--- config.mk ---
export PLATFORM = sky130hd
export DESIGN_NAME = jstk_poll_scheduler
export DESIGN_NICKNAME = d
export VERILOG_FILES = /design/src/rtl/jstk_poll_scheduler.sv
export SDC_FILE = /design/constraint.sdc
export NUM_CORES = 1
export LEC_CHECK = 0
export CAP_MARGIN = 20
export CORE_MARGIN = 5
export CORE_UTILIZATION = 49
export DETAILED_ROUTE_END_ITERATION = 8
export PLACE_DENSITY_LB_ADDON = 0.15
export SLEW_MARGIN = 20
export SYNTH_ARGS = -nofsm -noshare
export SYNTH_HDL_FRONTEND = slang
export SYNTH_SLANG_ARGS = --single-unit
--- constraint.sdc ---
create_clock -name clk -period 2.69 [get_ports clk]
set_clock_uncertainty 0.2 [all_clocks]
set_input_delay 0.538 -clock clk [delete_from_list [all_inputs] [get_ports clk]]
set_output_delay 0.538 -clock clk [all_outputs]
set_load 0.01 [all_outputs]
--- src/rtl/jstk_poll_scheduler.sv ---
// Time-shares one PmodJSTK SPI master between two joysticks: one transaction per
// player per poll tick, frame decode with hysteresis, and per-player timeout faults.

module jstk_dir_decode #(
  parameter int UP_TH    = 630,
  parameter int LEFT_TH  = 300,
  parameter int RIGHT_TH = 630,
  parameter int HYST     = 16
) (
  input  logic [9:0] x,
  input  logic [9:0] y,
  input  logic       up,
  input  logic       left,
  input  logic       right,
  output logic       up_nxt,
  output logic       left_nxt,
  output logic       right_nxt
);
  localparam logic [9:0] UP_SET = 10'(UP_TH);
  localparam logic [9:0] UP_CLR = 10'(UP_TH - HYST);
  localparam logic [9:0] RT_SET = 10'(RIGHT_TH);
  localparam logic [9:0] RT_CLR = 10'(RIGHT_TH - HYST);
  localparam logic [9:0] LF_SET = 10'(LEFT_TH);
  localparam logic [9:0] LF_CLR = 10'(LEFT_TH + HYST);

  // Inside the band each direction keeps its previous value.
  always_comb begin
    up_nxt    = up;
    left_nxt  = left;
    right_nxt = right;
    if (y >= UP_SET)      up_nxt = 1'b1;
    else if (y < UP_CLR)  up_nxt = 1'b0;
    if (x >= RT_SET)      right_nxt = 1'b1;
    else if (x < RT_CLR)  right_nxt = 1'b0;
    if (x <= LF_SET)      left_nxt = 1'b1;
    else if (x > LF_CLR)  left_nxt = 1'b0;
  end
endmodule

module jstk_poll_scheduler #(
  parameter int          UP_TH    = 630,
  parameter int          LEFT_TH  = 300,
  parameter int          RIGHT_TH = 630,
  parameter int          HYST     = 16,
  parameter logic [15:0] TIMEOUT  = 16'd50000
) (
  input  logic        clk,
  input  logic        rst,
  input  logic        tick,
  input  logic        spi_busy,
  input  logic [39:0] spi_dout,
  output logic        spi_snd,
  output logic        spi_sel,
  output logic [7:0]  spi_din,
  input  logic [1:0]  led0,
  input  logic [1:0]  led1,
  output logic [9:0]  p0_x,
  output logic [9:0]  p0_y,
  output logic [9:0]  p1_x,
  output logic [9:0]  p1_y,
  output logic        p0_up,
  output logic        p0_left,
  output logic        p0_right,
  output logic        p1_up,
  output logic        p1_left,
  output logic        p1_right,
  output logic        p0_fault,
  output logic        p1_fault,
  output logic [7:0]  frame_cnt
);
  localparam int         NUM_PLAYERS = 2;
  localparam logic [5:0] CMD_HI      = 6'b100000;

  typedef enum logic [2:0] {IDLE, START, WAIT_HI, WAIT_LO, LATCH, ABORT, NEXT} state_t;

  state_t                          state;
  logic                            pending;
  logic [15:0]                     timer;
  logic [39:0]                     frame_q;
  logic [NUM_PLAYERS-1:0][9:0]     pos_x, pos_y;
  logic [NUM_PLAYERS-1:0]          up, left, right, fault;
  logic [NUM_PLAYERS-1:0]          up_nxt, left_nxt, right_nxt;
  logic [9:0]                      frm_x, frm_y;

  // Frame is captured on the busy falling edge so LATCH never depends on the
  // master holding spi_dout afterwards.
  assign frm_x = {frame_q[25:24], frame_q[39:32]};
  assign frm_y = {frame_q[9:8],   frame_q[23:16]};

  for (genvar p = 0; p < NUM_PLAYERS; p++) begin : g_dec
    jstk_dir_decode #(
      .UP_TH(UP_TH), .LEFT_TH(LEFT_TH), .RIGHT_TH(RIGHT_TH), .HYST(HYST)
    ) u_dec (
      .x(frm_x), .y(frm_y),
      .up(up[p]), .left(left[p]), .right(right[p]),
      .up_nxt(up_nxt[p]), .left_nxt(left_nxt[p]), .right_nxt(right_nxt[p])
    );
  end

  always_ff @(posedge clk or negedge rst) begin
    if (!rst) begin
      state     <= IDLE;
      pending   <= 1'b0;
      timer     <= '0;
      frame_q   <= '0;
      spi_snd   <= 1'b0;
      spi_sel   <= 1'b0;
      spi_din   <= '0;
      pos_x     <= '0;
      pos_y     <= '0;
      up        <= '0;
      left      <= '0;
      right     <= '0;
      fault     <= '0;
      frame_cnt <= '0;
    end else begin
      spi_snd <= 1'b0;
      // Ticks arriving mid-round collapse into a single follow-up round.
      if (tick && state != IDLE) pending <= 1'b1;
      unique case (state)
        IDLE: if (tick || pending) begin
          pending <= 1'b0;
          spi_sel <= 1'b0;
          spi_din <= {CMD_HI, led0};
          spi_snd <= 1'b1;
          state   <= START;
        end
        START: begin
          timer <= '0;
          state <= WAIT_HI;
        end
        WAIT_HI: begin
          if (spi_busy) begin
            timer <= '0;
            state <= WAIT_LO;
          end else if (timer == TIMEOUT) state <= ABORT;
          else timer <= timer + 16'd1;
        end
        WAIT_LO: begin
          if (!spi_busy) begin
            frame_q <= spi_dout;
            state   <= LATCH;
          end else if (timer == TIMEOUT) state <= ABORT;
          else timer <= timer + 16'd1;
        end
        LATCH: begin
          pos_x[spi_sel] <= frm_x;
          pos_y[spi_sel] <= frm_y;
          up[spi_sel]    <= up_nxt[spi_sel];
          left[spi_sel]  <= left_nxt[spi_sel];
          right[spi_sel] <= right_nxt[spi_sel];
          fault[spi_sel] <= 1'b0;
          frame_cnt      <= frame_cnt + 8'd1;
          state          <= NEXT;
        end
        ABORT: begin
          fault[spi_sel] <= 1'b1;
          up[spi_sel]    <= 1'b0;
          left[spi_sel]  <= 1'b0;
          right[spi_sel] <= 1'b0;
          state          <= NEXT;
        end
        NEXT: begin
          if (!spi_sel) begin
            spi_sel <= 1'b1;
            spi_din <= {CMD_HI, led1};
            spi_snd <= 1'b1;
            state   <= START;
          end else begin
            spi_sel <= 1'b0;
            state   <= IDLE;
          end
        end
        default: state <= IDLE;
      endcase
    end
  end

  assign p0_x     = pos_x[0];
  assign p0_y     = pos_y[0];
  assign p1_x     = pos_x[1];
  assign p1_y     = pos_y[1];
  assign p0_up    = up[0];
  assign p0_left  = left[0];
  assign p0_right = right[0];
  assign p1_up    = up[1];
  assign p1_left  = left[1];
  assign p1_right = right[1];
  assign p0_fault = fault[0];
  assign p1_fault = fault[1];
endmodule

==> results of run 1 <==
==> where the power goes <==
part,leakage (nW),switching [mW],internal [mW]
Combinational,1.05,0.967,1.39
Clock,0.103,0.532,0.463
Sequential,1.31,0.488,2.09
Total,2.46,1.99,3.94
==> cell usage in the layout, fill, tap and decap left out, drive strengths merged, types with 3 or more instances in the layout <==
cell and instances:
dfrtp 101, clkdlybuf4s50 87, mux2 67, a21oi 18, nand2 17, nand3 12
o21ai 12, buf 12, o31ai 10, or4 10, clkbuf 10, nand2b 8
nor2 6, nand4 6, inv 6, mux2i 5, conb 5, or3 4
xnor2 4, nand3b 3, and4 3, nor4bb 3, a21o 3, maj3 3
xor2 3, ha 3, nor3 3
==> final cells by class <==
class	count	area, um^2	area share, %
Sequential cell	101	2527	44.43
Clock inverter	6	68.82	1.210
Timing Repair Buffer	99	998.5	17.55
Multi-Input combinational cell	230	1805	31.74
Clock buffer	10	137.6	2.420
Inverter	4	15.01	0.2640
Tap cell	108	135.1	2.376
==> flip-flops by register name (all words and copies together) (netlist names), named ones only <==
register / flops
spi_din: 3
pending: 1
p1_y: 10
frame_q: 20
timer: 16
p0_x: 10
right: 2
up: 2
spi_sel: 1
spi_snd: 1
p1_x: 10
p0_y: 10
left: 2
state: 3
frame_cnt: 8
==> how the worst max path moves through the flow <==
stage	to	slack [ns]	depth (start not counted)
CTS	spi_sel	0.33	1
finish	timer[10]$_DFFE_PN0P_	0.37	5
global route	timer[0]$_DFFE_PN0P_	0.1	5
floorplan	timer[13]$_DFFE_PN0P_	0.75	5
global placement	timer[10]$_DFFE_PN0P_	0.07	5
detailed placement	timer[10]$_DFFE_PN0P_	0.02	5
==> cell families after synthesis <==
group | after synthesis
other cells | 1
simple gates | 84
xor+xnor | 7
flops | 101
fa+ha+maj | 6
mux | 72
compound gates | 56
buf+inv | 23
==> stage by stage <==
step,total power [mW],utilization [%],hold slack (ns),std cells
4_1_cts,6.022,64.91,0.008501,558
2_1_floorplan,3.798,-,0.04241,354
3_3_place_gp,4.937,62.55,0.2554,542
3_5_place_dp,5.009,62.55,0.2612,542
6_report,5.931,64.91,-0.007147,558
5_1_grt,6.364,64.91,0.03909,558
==> worst register-to-register path, delay by kind of cell (launching register included) <==
family / cells / cell delay (ns)
simple gates: 2 / 0.76
flops: 1 / 0.58
compound gates: 2 / 0.69
==> metal layers <==
| metal | global-route usage (%) | up-vias | wire (um) |
|---|---|---|---|
| met1 | 23.11 | 1522 | 4022 |
| li1 | - | 1463 | - |
| met2 | 28.46 | 80 | 4431 |
| met4 | 5.023 | 0 | 134 |
| met3 | 5.734 | 10 | 661 |
| met5 | 0 | - | 0 |
==> results.yml, run 1 <==
global_routing:
  grt_start_max_net_pins: 49
  grt_pass1_vias: 3234
  grt-ovfl-total: 0
  grt_use_total_pct: 17.72
  grt_pass1_wl_um: 16050
  grt_antenna_before_repair: 0
logic_synthesis:
  ys_warn_count: 0
  async_flop_share_pct: 100.0
  synth-edff-count: 0
  muxShareOfSynthArea_pct: 18.17
  netlist_top_cells_area: "dfrtp_1 (57%), mux2_2 (17%), a21oi_1 (2.0%)"
  synth_fa_ha_area_share_pct: 1.526
  synth.most_common_cell: "dfrtp_1"
  synth_top_family_by_area: "multiplexers"
  yosysSeqAreaShare_pct: 57.08
  synthCells: 350
  synth_compound_area_share_pct: 8.053
  yosys.area.top_type_share_pct: 57.08
  syn_area_um2: 4428
  synth_flop_cell: "dfrtp_1"
  synth.distinct_cells: 44
  synthTopCellsByCount: "dfrtp_1 (101), mux2_2 (67), a21oi_1 (18), nand2_1 (17)"
  synth_area_per_cell_um2: 12.65
  ys_ff_latch: 101
  synth_top_area_cell: "dfrtp_1"
  yosys.area_share.xor_xnor_pct: 1.385
  synthSimpleGateAreaFrac_pct: 11.10
route:
  drtAntennaViolNets: 0
  viasPerCell: 5.511
  drc: 0
  vias: 3075
  wl_per_cell_um: 16.58
  initialDrtViolationCount: 110
  routed_wl_um: 9251
  dr.pass1.iters: 4
cts:
  cts_setup_buffers: 0
  cts-resized-gates: 0
  worst_skew_pair.late_latency_ns: 0.35
  cts_made_buffers: 9
  cts.sinks: 101
  cts_tree: "built"
  clock_tree.buffer_depth: 2
  clk_root_buffer_cell: "clkbuf_8"
  clk_pin_slew_ns: 0.10
  postCtsHoldBufs: 0
  h-tree-depth: 3
finish:
  fill_cells: 715
  fin_nets: 496
  fin_area_um2: 5688
  diodes: 0
  syn_to_final_growth_pct: 28.45
  drive_gt1_share_pct: 22.00
sta:
  tightest_slew_ns: 0.6354
  period_share_pct: 86.39
  finalSetupViolations: 0
  final_max_slew_viol_count: 0
  fin_setup_tns_ns: 0
  rsz0062_at_grt: "no"
  fin_crit_ns: 2.324
  max_freq_mhz: 430.3
  hold_viol_final: 3
  setup_ws_ns: 0.3661
  hold_slack_ns: -0.007147
  maxSlewHeadroom_pct: 57.64
setup_path:
  path_buf_inv: 1
  reg2reg_to: "timer[10]$_DFFE_PN0P_"
  crit_type: "in2reg"
  rr_worst_depth: 4
  crit_start: "spi_busy"
  crit_path_cell_trace: "clkdlybuf4s50_1 -> nor2b_1 -> a211o_1 -> or4_1 -> a21oi_1"
  cp.required_ns: 2.77
  ff2ff_setup_slack_ns: 0.38
  critPathArrivalTime_ns: 2.40
  slowest_stage: "or4_1"
  crit_path_end_kind: "flip-flop"
  worst-path-max-fanout: 22
  cp_slowest_stage_delay_ns: 0.59
  worstReg2RegStart: "state[1]$_DFFE_PN0P_"
  critPathLaunchType: "primary input"
  cpLargestDelayFamily: "compound AO/OA/AOI/OAI gates"
placed_design:
  numPortBuffers: 88
  place_area_um2: 5482
  place.gp.congestion: 0.7761
  pre_cts_ws_ns: 0.01795
  dpl.hpwl_um: 6555
floorplanning:
  dieWidth_um: 105.1
  io_pins: 114
  initial_utilization_pct: 50.53
  die_area_um2: 11040
  num_rows: 34
  core_um2: 8763
  fp.dieH_um: 105.1
hold_path:
  hp-class: "in2async"
run:
  maxCapViolCount: 0
status:
  violations: "hold timing"
  status: "complete, but fails checks"
pwr:
  power_density_nw_per_um2: 1043
  p_leak_nw: 2.457
  vdd_drop_max_v: 0.0005446
Note: power is estimated with default switching activity, not from simulation.
==> run 2, diff against run 1 <==
--- a/config.mk
+++ b/config.mk
@@ -9,6 +9,7 @@
 export CORE_MARGIN = 5
 export CORE_UTILIZATION = 49
 export DETAILED_ROUTE_END_ITERATION = 8
+export HOLD_SLACK_MARGIN = 0.08
 export PLACE_DENSITY_LB_ADDON = 0.15
 export SLEW_MARGIN = 20
 export SYNTH_ARGS = -nofsm -noshare
==> results.yml, run 2 (synthesis results as in run 1) <==
status:
  status: "finished clean"
pwr:
  power_density_nw_per_um2: 1041
  vdd_drop_max_v: 0.0005445
  p_clk_share_pct: 16.8
  swShare_pct: 33.48
  p_int_mw: 3.946
  comb_power_share_pct: 39.8
  pwr-share-seq_pct: 43.4
  power.total_mw: 5.932
  switchingPower_mw: 1.986
  p_leak_nw: 2.461
global_routing:
  met1_usage_pct: 23.15
  met2_usage_pct: 28.46
  grt_pass1_wl_um: 16060
  grt_start_max_net_pins: 49
  grt_pass1_vias: 3237
  gr-max-usage-layer: "met2"
  met3_usage_pct: 5.734
  grt_antenna_before_repair: 0
  grt_use_total_pct: 17.73
  grt-ovfl-total: 0
setup_path:
  cp_slowest_stage_delay_ns: 0.59
  crit_start: "spi_busy"
  cpLargestDelayFamily: "compound AO/OA/AOI/OAI gates"
  path_buf_inv: 1
  worstReg2RegStart: "state[1]$_DFFE_PN0P_"
  critPathArrivalTime_ns: 2.40
  cp.required_ns: 2.77
  critPathLaunchType: "primary input"
  slowest_stage: "or4_1"
  crit_type: "in2reg"
  crit_path_end_kind: "flip-flop"
  crit_path_cell_trace: "clkdlybuf4s50_1 -> nor2b_1 -> a211o_1 -> or4_1 -> a21oi_1"
  worst-path-max-fanout: 22
finish:
  final_cell_mix: "dfrtp_1 (101), clkdlybuf4s50_1 (87), mux2_2 (67)"
  largest_reg_flops: 20
  top_register: "frame_q"
  fill_cells: 714
  multi_input_area_um2: 1805
  mostFrequentLayoutCell: "dfrtp_1"
  drive_gt1_share_pct: 21.95
  fin_nets: 497
  diodes: 0
  largest_registers: "frame_q (20), timer (16)"
  ff_latch_area_um2: 2527
  syn_to_final_growth_pct: 28.68
sta:
  rsz0062_at_grt: "no"
  finalSetupViolations: 0
  maxSlewHeadroom_pct: 57.67
  hold_viol_final: 0
  fin_setup_tns_ns: 0
  fin_crit_ns: 2.325
  max_freq_mhz: 430.2
  tightest_slew_ns: 0.6349
  final_max_slew_viol_count: 0
  period_share_pct: 86.42
floorplanning:
  core_um2: 8763
  die_area_um2: 11040
  fp.dieH_um: 105.1
  dieWidth_um: 105.1
  num_rows: 34
  io_pins: 114
  initial_utilization_pct: 50.53
cts:
  cts.sinks: 101
  clock_tree.buffer_depth: 2
  cts_made_buffers: 9
  cts_tree: "built"
  worst_skew_pair.late_latency_ns: 0.35
  h-tree-depth: 3
  clk_root_buffer_cell: "clkbuf_8"
  clk_pin_slew_ns: 0.10
placed_design:
  place.gp.congestion: 0.7761
  dpl.hpwl_um: 6555
  numPortBuffers: 88
route:
  routed_wl_um: 9249
  wl_per_cell_um: 16.55
  drtAntennaViolNets: 0
  viasPerCell: 5.506
  vias: 3078
  initialDrtViolationCount: 113
  dr.pass1.iters: 4
  drc: 0
hold_path:
  hp-class: "reg2reg"
  hold_start: "spi_din[7]$_DFFE_PN0P_"
run:
  maxCapViolCount: 0
-- run 2: changes by cell type in the layout (fill, tap and decap cells not counted), sizes merged --
cell,delta
dlygate4sd3,+1
-- run 2: what timing repair did --
action / 4_1_cts / 5_1_grt
endpoints found under the setup margin: 0 / 0
gates resized for setup: 0 / 0
hold buffers: 1 / 0
setup buffers: 0 / 0
endpoints found under the hold margin: 45 / 0
-- run 2: final cells by class --
| cell class | count | share of cell area (%) |
|---|---|---|
| sequential | 101 | 44.36 |
| multi-input combinational | 230 | 31.69 |
| timing repair buffer | 100 | 17.70 |
| clock buffer | 10 | 2.415 |
| tap | 108 | 2.372 |
| clock inverter | 6 | 1.208 |
| inverter | 4 | 0.2635 |
-- run 2: final timing paths --
kind | end | slack (ns) | cells past startpoint
setup / recovery | timer[10]$_DFFE_PN0P_ | 0.37 | 5
min in group asynchronous | frame_cnt[6]$_DFFE_PN0N_ | 0.54 | 2
max in group asynchronous | p0_x[8]$_DFFE_PN0P_ | 1.11 | 3
hold / removal | spi_din[7]$_DFFE_PN0P_ | 0.28 | 1
setup reg to reg | timer[10]$_DFFE_PN0P_ | 0.38 | 4
hold reg to reg | spi_din[7]$_DFFE_PN0P_ | 0.28 | 1
-- run 2: power by group through the flow --
| stage | logic, mW | registers (mW) | clock network, mW |
|---|---|---|---|
| after floorplan | 1.16 | 2.64 | 0 |
| after global placement | 2.35 | 2.59 | 0 |
| after detailed placement | 2.39 | 2.61 | 0 |
| after CTS | 2.41 | 2.59 | 1.03 |
| after global routing | 2.59 | 2.68 | 1.09 |
| final | 2.36 | 2.58 | 0.994 |
-- run 2: routing by layer --
metal | vias to the layer above | wire [um]
met5 | - | 0
met4 | 0 | 134
met3 | 10 | 653
met2 | 80 | 4427
met1 | 1523 | 4034
li1 | 1465 | -
-- run 2: through the flow --
stage                     cell area, um^2  cells  utilization, %  setup slack (ns)  hold WS [ns]
after floorplan                      4443    354               -            0.7521       0.04241
after global placement               5482    542           62.55           0.07116        0.2554
after detailed placement             5482    542           62.55           0.01795        0.2612
after CTS                            5698    559           65.02            0.3338        0.2833
after global routing                 5698    559           65.02           0.09867        0.3156
final                                5698    559           65.02            0.3654        0.2758
